`config.mk`:
```
export PLATFORM = sky130hd
export DESIGN_NAME = param_load_ctrl
export DESIGN_NICKNAME = d
export VERILOG_FILES = /design/src/rtl/cnn_param_pkg.sv /design/src/rtl/rr_arb2.sv /design/src/rtl/param_load_ctrl.sv
export SDC_FILE = /design/constraint.sdc
export NUM_CORES = 1
export LEC_CHECK = 0
export ABC_AREA = 1
export CAP_MARGIN = 10
export CORE_MARGIN = 2
export CORE_UTILIZATION = 46
export DETAILED_ROUTE_END_ITERATION = 8
export GPL_ROUTABILITY_DRIVEN = 0
export GPL_TIMING_DRIVEN = 0
export PLACE_DENSITY = 0.85
export SYNTH_ARGS = -nofsm -noshare
export SYNTH_HDL_FRONTEND = slang
export SYNTH_SLANG_ARGS = --single-unit
```
`constraint.sdc`:
```
create_clock -name clk -period 3.2 [get_ports clk]
set_clock_uncertainty 0.05 [all_clocks]
set_input_delay 0.64 -clock clk [delete_from_list [all_inputs] [get_ports clk]]
set_output_delay 0.64 -clock clk [all_outputs]
set_load 0.01 [all_outputs]
```
`src/rtl/cnn_param_pkg.sv`:
```
// Shared definitions for the CNN parameter-load controller.
//   - default segment sizes (words per parameter buffer)
//   - FSM state encoding
//   - one-hot buffer bit positions {db,dw,cb,cw}
//   - arbiter read-enable patterns per engine
package cnn_param_pkg;

    localparam int N_CW_DEF = 288;
    localparam int N_CB_DEF = 32;
    localparam int N_DW_DEF = 288;
    localparam int N_DB_DEF = 32;

    localparam int SEG_CW = 0;
    localparam int SEG_CB = 1;
    localparam int SEG_DW = 2;
    localparam int SEG_DB = 3;

    // Conv engine reads conv weights+bias, dwconv engine reads dw weights+bias.
    localparam logic [3:0] R_EN_CONV = 4'b0011;
    localparam logic [3:0] R_EN_DW   = 4'b1100;

    typedef enum logic [2:0] {
        IDLE  = 3'd0,
        LD_CW = 3'd1,
        LD_CB = 3'd2,
        LD_DW = 3'd3,
        LD_DB = 3'd4,
        READY = 3'd5
    } state_e;

    // Buffer write-enable bit for the segment being loaded; zero outside LD_*.
    function automatic logic [3:0] seg_onehot(input state_e s);
        case (s)
            LD_CW:   return 4'(1 << SEG_CW);
            LD_CB:   return 4'(1 << SEG_CB);
            LD_DW:   return 4'(1 << SEG_DW);
            LD_DB:   return 4'(1 << SEG_DB);
            default: return 4'b0000;
        endcase
    endfunction

    function automatic state_e next_seg(input state_e s);
        case (s)
            LD_CW:   return LD_CB;
            LD_CB:   return LD_DW;
            LD_DW:   return LD_DB;
            LD_DB:   return READY;
            default: return IDLE;
        endcase
    endfunction

endpackage

```
`src/rtl/rr_arb2.sv`:
```
// Two-requester round-robin arbiter for the parameter buffers.
// Ports:
//   clk, rst_n   clock / async active-low reset (already synchronised)
//   en           arbitration allowed (controller in READY, no restart)
//   req[1:0]     {dwconv, conv} read requests
//   gnt[1:0]     registered one-hot grant
//   r_en[3:0]    one-cycle buffer read enables at the start of a grant
module rr_arb2
    import cnn_param_pkg::*;
(
    input  logic       clk,
    input  logic       rst_n,
    input  logic       en,
    input  logic [1:0] req,
    output logic [1:0] gnt,
    output logic [3:0] r_en
);

    logic [1:0] gnt_q, gnt_d;
    logic [3:0] r_en_q, r_en_d;
    // 1 when the dwconv engine was granted most recently.
    logic       last_q, last_d;
    logic [1:0] pick;

    always_comb begin
        gnt_d  = gnt_q;
        r_en_d = 4'b0000;
        last_d = last_q;
        pick   = (req == 2'b11) ? (last_q ? 2'b01 : 2'b10) : req;
        if (!en) begin
            gnt_d = 2'b00;
        end else if (gnt_q == 2'b00) begin
            if (req != 2'b00) begin
                gnt_d  = pick;
                r_en_d = pick[0] ? R_EN_CONV : R_EN_DW;
                last_d = pick[1];
            end
        end else if ((gnt_q & req) == 2'b00) begin
            gnt_d = 2'b00;
        end
    end

    // last_q resets to 1 so the conv engine wins the first tie.
    always_ff @(posedge clk or negedge rst_n) begin
        if (!rst_n) begin
            gnt_q  <= 2'b00;
            r_en_q <= 4'b0000;
            last_q <= 1'b1;
        end else begin
            gnt_q  <= gnt_d;
            r_en_q <= r_en_d;
            last_q <= last_d;
        end
    end

    assign gnt  = gnt_q;
    assign r_en = r_en_q;

endmodule

```
`src/rtl/param_load_ctrl.sv`:
```
// Streams CNN parameters into four buffers (conv weights, conv bias,
// dwconv weights, dwconv bias) in fixed order, then arbitrates read access
// between the conv and dwconv engines.
// Ports:
//   clk, rst_n            clock / async active-low reset
//   start                 begin (re)load; ignored while loading
//   s_valid/s_data/s_ready  parameter word stream
//   wr_sel/wr_addr/wr_data  buffer write port, one-hot {db,dw,cb,cw}
//   seg_done, load_done   per-segment / overall load status
//   req, gnt, r_en        read arbitration {dwconv, conv}
//
// state | meaning
// IDLE  | waiting for start after reset
// LD_CW | loading conv weights
// LD_CB | loading conv bias
// LD_DW | loading dwconv weights
// LD_DB | loading dwconv bias
// READY | all loaded, read arbitration active
module param_load_ctrl
    import cnn_param_pkg::*;
#(
    parameter int N_CW = N_CW_DEF,
    parameter int N_CB = N_CB_DEF,
    parameter int N_DW = N_DW_DEF,
    parameter int N_DB = N_DB_DEF,
    parameter int AW   = 9
) (
    input  logic          clk,
    input  logic          rst_n,
    input  logic          start,
    input  logic          s_valid,
    input  logic [15:0]   s_data,
    output logic          s_ready,
    output logic [3:0]    wr_sel,
    output logic [AW-1:0] wr_addr,
    output logic [15:0]   wr_data,
    output logic [3:0]    seg_done,
    output logic          load_done,
    input  logic [1:0]    req,
    output logic [1:0]    gnt,
    output logic [3:0]    r_en
);

    // Reset asserts asynchronously, releases two edges later.
    logic rst_meta_q, rst_sync_q;

    always_ff @(posedge clk or negedge rst_n) begin
        if (!rst_n) begin
            rst_meta_q <= 1'b0;
            rst_sync_q <= 1'b0;
        end else begin
            rst_meta_q <= 1'b1;
            rst_sync_q <= rst_meta_q;
        end
    end

    state_e        state_q, state_d;
    logic [AW-1:0] cnt_q, cnt_d;
    logic [3:0]    seg_done_q, seg_done_d;
    logic [3:0]    seg_bit;
    logic [AW-1:0] last_idx;
    logic          accept;
    logic          arb_en;

    always_comb begin
        seg_bit = seg_onehot(state_q);
        case (state_q)
            LD_CW:   last_idx = AW'(N_CW - 1);
            LD_CB:   last_idx = AW'(N_CB - 1);
            LD_DW:   last_idx = AW'(N_DW - 1);
            LD_DB:   last_idx = AW'(N_DB - 1);
            default: last_idx = '0;
        endcase
    end

    assign s_ready = (seg_bit != 4'b0000);
    assign accept  = s_valid && s_ready;

    always_comb begin
        state_d    = state_q;
        cnt_d      = cnt_q;
        seg_done_d = seg_done_q;
        case (state_q)
            IDLE: begin
                if (start) begin
                    state_d = LD_CW;
                    cnt_d   = '0;
                end
            end
            READY: begin
                if (start) begin
                    state_d    = LD_CW;
                    cnt_d      = '0;
                    seg_done_d = 4'b0000;
                end
            end
            default: begin
                if (!s_ready) begin
                    state_d = IDLE;
                end else if (accept) begin
                    if (cnt_q == last_idx) begin
                        state_d    = next_seg(state_q);
                        cnt_d      = '0;
                        seg_done_d = seg_done_q | seg_bit;
                    end else begin
                        cnt_d = cnt_q + 1'b1;
                    end
                end
            end
        endcase
    end

    always_ff @(posedge clk or negedge rst_sync_q) begin
        if (!rst_sync_q) begin
            state_q    <= IDLE;
            cnt_q      <= '0;
            seg_done_q <= 4'b0000;
        end else begin
            state_q    <= state_d;
            cnt_q      <= cnt_d;
            seg_done_q <= seg_done_d;
        end
    end

    assign wr_sel    = accept ? seg_bit : 4'b0000;
    assign wr_addr   = cnt_q;
    assign wr_data   = s_data;
    assign seg_done  = seg_done_q;
    assign load_done = (state_q == READY);

    // A restart from READY drops any grant on the same edge as the state change.
    assign arb_en = (state_q == READY) && !start;

    rr_arb2 u_arb (
        .clk   (clk),
        .rst_n (rst_sync_q),
        .en    (arb_en),
        .req   (req),
        .gnt   (gnt),
        .r_en  (r_en)
    );

endmodule

```
==> impl_metrics.tcl <==
set metrics [dict create \
    outcome "complete, no violations" \
    cts_buffers 3 \
    rsz0062_at_grt "no" \
    ir_drop_uv 348.4 \
    cts_max_path_buffers 2 \
    ys_warn_count 0 \
    grt_pass1_wl_mm 4.912 \
    yosysTopAreaCell "dfrtp_1" \
    finalHoldViolations 0 \
    netlist.area_leader.share_pct 36.45 \
    met1_usage_pct 22.16 \
    crit_type "primary input to output pin" \
    reg2reg_depth 10 \
    grt_util_met2_pct 30.09 \
    row_count 20 \
    grt_pass1_vias 1197 \
    max_slew_margin_pct 45.27 \
    setup.worst_path.end "wr_sel[1]" \
    p_per_area_nw_per_um2 616.4 \
    ant_nets 0 \
    path_clk_slew_ps 130 \
    synth_fp_nets 226 \
    cts_tree "built" \
    viasPerCell 4.707 \
    ys_seq_area_share_pct 38.19 \
    cp.arrival_ps 1960 \
    cts_sinks 23 \
    io_buffers 46 \
    grt_overflow 0 \
    synth.distinct_cells 28 \
    cpPeakStageDelay_ps 550 \
    drt_iter0_drc 41 \
    critical_path_required_ps 2510 \
    synth_edf_count 0 \
    synthTopCellsByArea "dfrtp_1, nand2_1, buf_4, nand3_1, inv_1" \
    holdWs_ps 293.1 \
    drive_gt1_share_pct 17.79 \
    synth_most_common_cell "nand2_1" \
    critPathTopFamily "buffers and inverters" \
    synth-main-ff-cell "dfrtp_1" \
    critPathMostFrequentCell "clkdlybuf4s50_1" \
    crit_path_end_kind "output pin" \
    avgSynthCellArea_um2 7.439 \
    antenna_found_initial 0 \
    firstDrtPassIters 4 \
    grt_usage_pct 17.54 \
    critPathLaunch "s_valid" \
    timing.final.crit_share_pct 82.87 \
    critPathBufInv 3 \
    initial_core_util_pct 49.07 \
    dp.cells 293 \
    hpwl_mm 2.401 \
    root_buffer "clkbuf_4" \
    ys_async_sr_fraction_pct 100.0 \
    area_growth_syn_to_layout_pct 36.12 \
    ios 63 \
    nFillCells 274 \
    r2r-start "state_q[2]" \
    r2r_slack_ps 1590 \
    die_w_um 61.30 \
    grt_max_degree 22 \
    tns_ps 0 \
    r2r-end "state_q[1]" \
    cap_violations 0 \
    ys_top_cells_by_count "nand2_1, inv_1, dfrtp_1" \
    slowest_stage "clkdlybuf4s50_1" \
    htreeDepth 1 \
    clk_latency_ps 310 \
    n_antenna_cell 0 \
    min_period_ps 2652 \
    core_um2 3078 \
    synthesis.area_um2 1510 \
    via_count 1398 \
    drt-total-wl_mm 3.056 \
    fin_cells 297 \
    drv_slew 0 \
    cp.depth 4 \
    path_cells "clkdlybuf4s50_1, inv_1, nor2_1, clkdlybuf4s50_1" \
    grt_busiest_layer "met2" \
    setup_violations 0 \
    ys_ff_latch 23 \
    crit_path_start_kind "primary input" \
    tightest_slew_ps 820.9 \
    fmaxAchievable_ghz 0.3771 \
    cts_resized 0 \
    leakage_nw 1.041 \
    ctsHoldBuffers 0 \
    drc 0 \
    cp_max_fo 4 \
    cts_setup_buffers 0 \
    die_area_um2 3757 \
    post_drt_wl_per_cell_um 10.29 \
    fin_nets 277 \
    synthCells 203 \
    holdCritPathClass "flip-flop to asynchronous set/reset pin" \
    grt.met3_usage_pct 4.832 \
    fp.dieH_um 61.30 \
]
## power breakdown
| group | total (mW) | leakage, nW | switching, mW | internal, mW |
|---|---|---|---|---|
| Combinational | 0.717 | 0.723 | 0.414 | 0.303 |
| Sequential | 0.414 | 0.305 | 0.0629 | 0.351 |
| Clock | 0.137 | 0.0139 | 0.0893 | 0.0476 |
## layout make-up
cell class,instances,area (um^2),share of cell area (%)
plain buffers,21,162.7,7.912
clock inverters,1,7.507,0.3652
clock buffers,3,22.52,1.096
multi-input cells,131,660.6,32.14
flip-flops and latches,23,576.8,28.06
well taps,44,55.05,2.678
inverters,28,110.1,5.356
repair buffers,46,460.4,22.40
## sequential cells by signal, indices dropped and copies added, names as in the netlist
signal / cells
wr_addr: 9
seg_done: 4
state_q: 3
u_arb.gnt: 2
u_arb.r_en: 2
rst_meta_q: 1
rst_sync_q: 1
u_arb.last_q: 1
## cell usage in the layout (no fill, tap or decap), types with 2 or more instances in the layout
| master | instances |
|---|---|
| nor2_2 | 2 |
| nor2_1 | 13 |
| inv_2 | 2 |
| nand3_1 | 20 |
| xor2_1 | 4 |
| buf_6 | 2 |
| nand3b_1 | 3 |
| o21ai_1 | 7 |
| inv_1 | 25 |
| buf_4 | 18 |
| nor3_1 | 2 |
| nand2_1 | 55 |
| clkdlybuf4s50_1 | 46 |
| clkbuf_4 | 3 |
| dfrtp_1 | 22 |
| nand2_2 | 5 |
| a21oi_1 | 3 |
| nand2_4 | 3 |
| o21ai_0 | 3 |
| o21ai_2 | 4 |
## worst min path at each step
stage | depth (start not counted) | end | slack, ps
final | 0 | wr_addr[4] | 290
after global routing | 0 | rst_sync_q | 330
after CTS | 0 | rst_sync_q | 320
after detailed placement | 0 | rst_sync_q | 290
after global placement | 0 | rst_sync_q | 290
after floorplan | 0 | seg_done[0] | 220
## cells by family after synthesis
| kind of cell | synth area share, % |
|---|---|
| flip-flops | 38.19 |
| adder cells (fa/ha/maj) | 0.8284 |
| XOR/XNOR | 2.320 |
| AND/OR/NAND/NOR | 32.73 |
| buffers and inverters | 18.06 |
| AO/OA/AOI/OAI | 7.622 |
| other | 0.2483 |
## metrics by stage
| step | area [um^2] | worst slack (ps) | power, mW | utilization (%) |
|---|---|---|---|---|
| 2_1_floorplan | 1510 | 1550 | 0.9029 | - |
| 3_3_place_gp | 2026 | 578.2 | 1.118 | 65.81 |
| 3_5_place_dp | 2026 | 561.0 | 1.137 | 65.81 |
| 4_1_cts | 2056 | 553.0 | 1.276 | 66.79 |
| 5_1_grt | 2056 | 458.5 | 1.370 | 66.79 |
| 6_report | 2056 | 548.3 | 1.267 | 66.79 |
## routing by layer
metal / share of wire (%) / up-vias / routed length (um)
met1: 45 / 633 / 1385
met3: 7.3 / 2 / 222
li1: - / 719 / -
met2: 46 / 44 / 1414
met4: 1.1 / 0 / 33
met5: 0 / - / 0
## worst register-to-register path: cells and delay by family, from the launching register on
kind          cells  cell delay [ps]
simple gates      9              800
flops             1              480
buf+inv           1              180
Power figures use the tool's default switching activity.
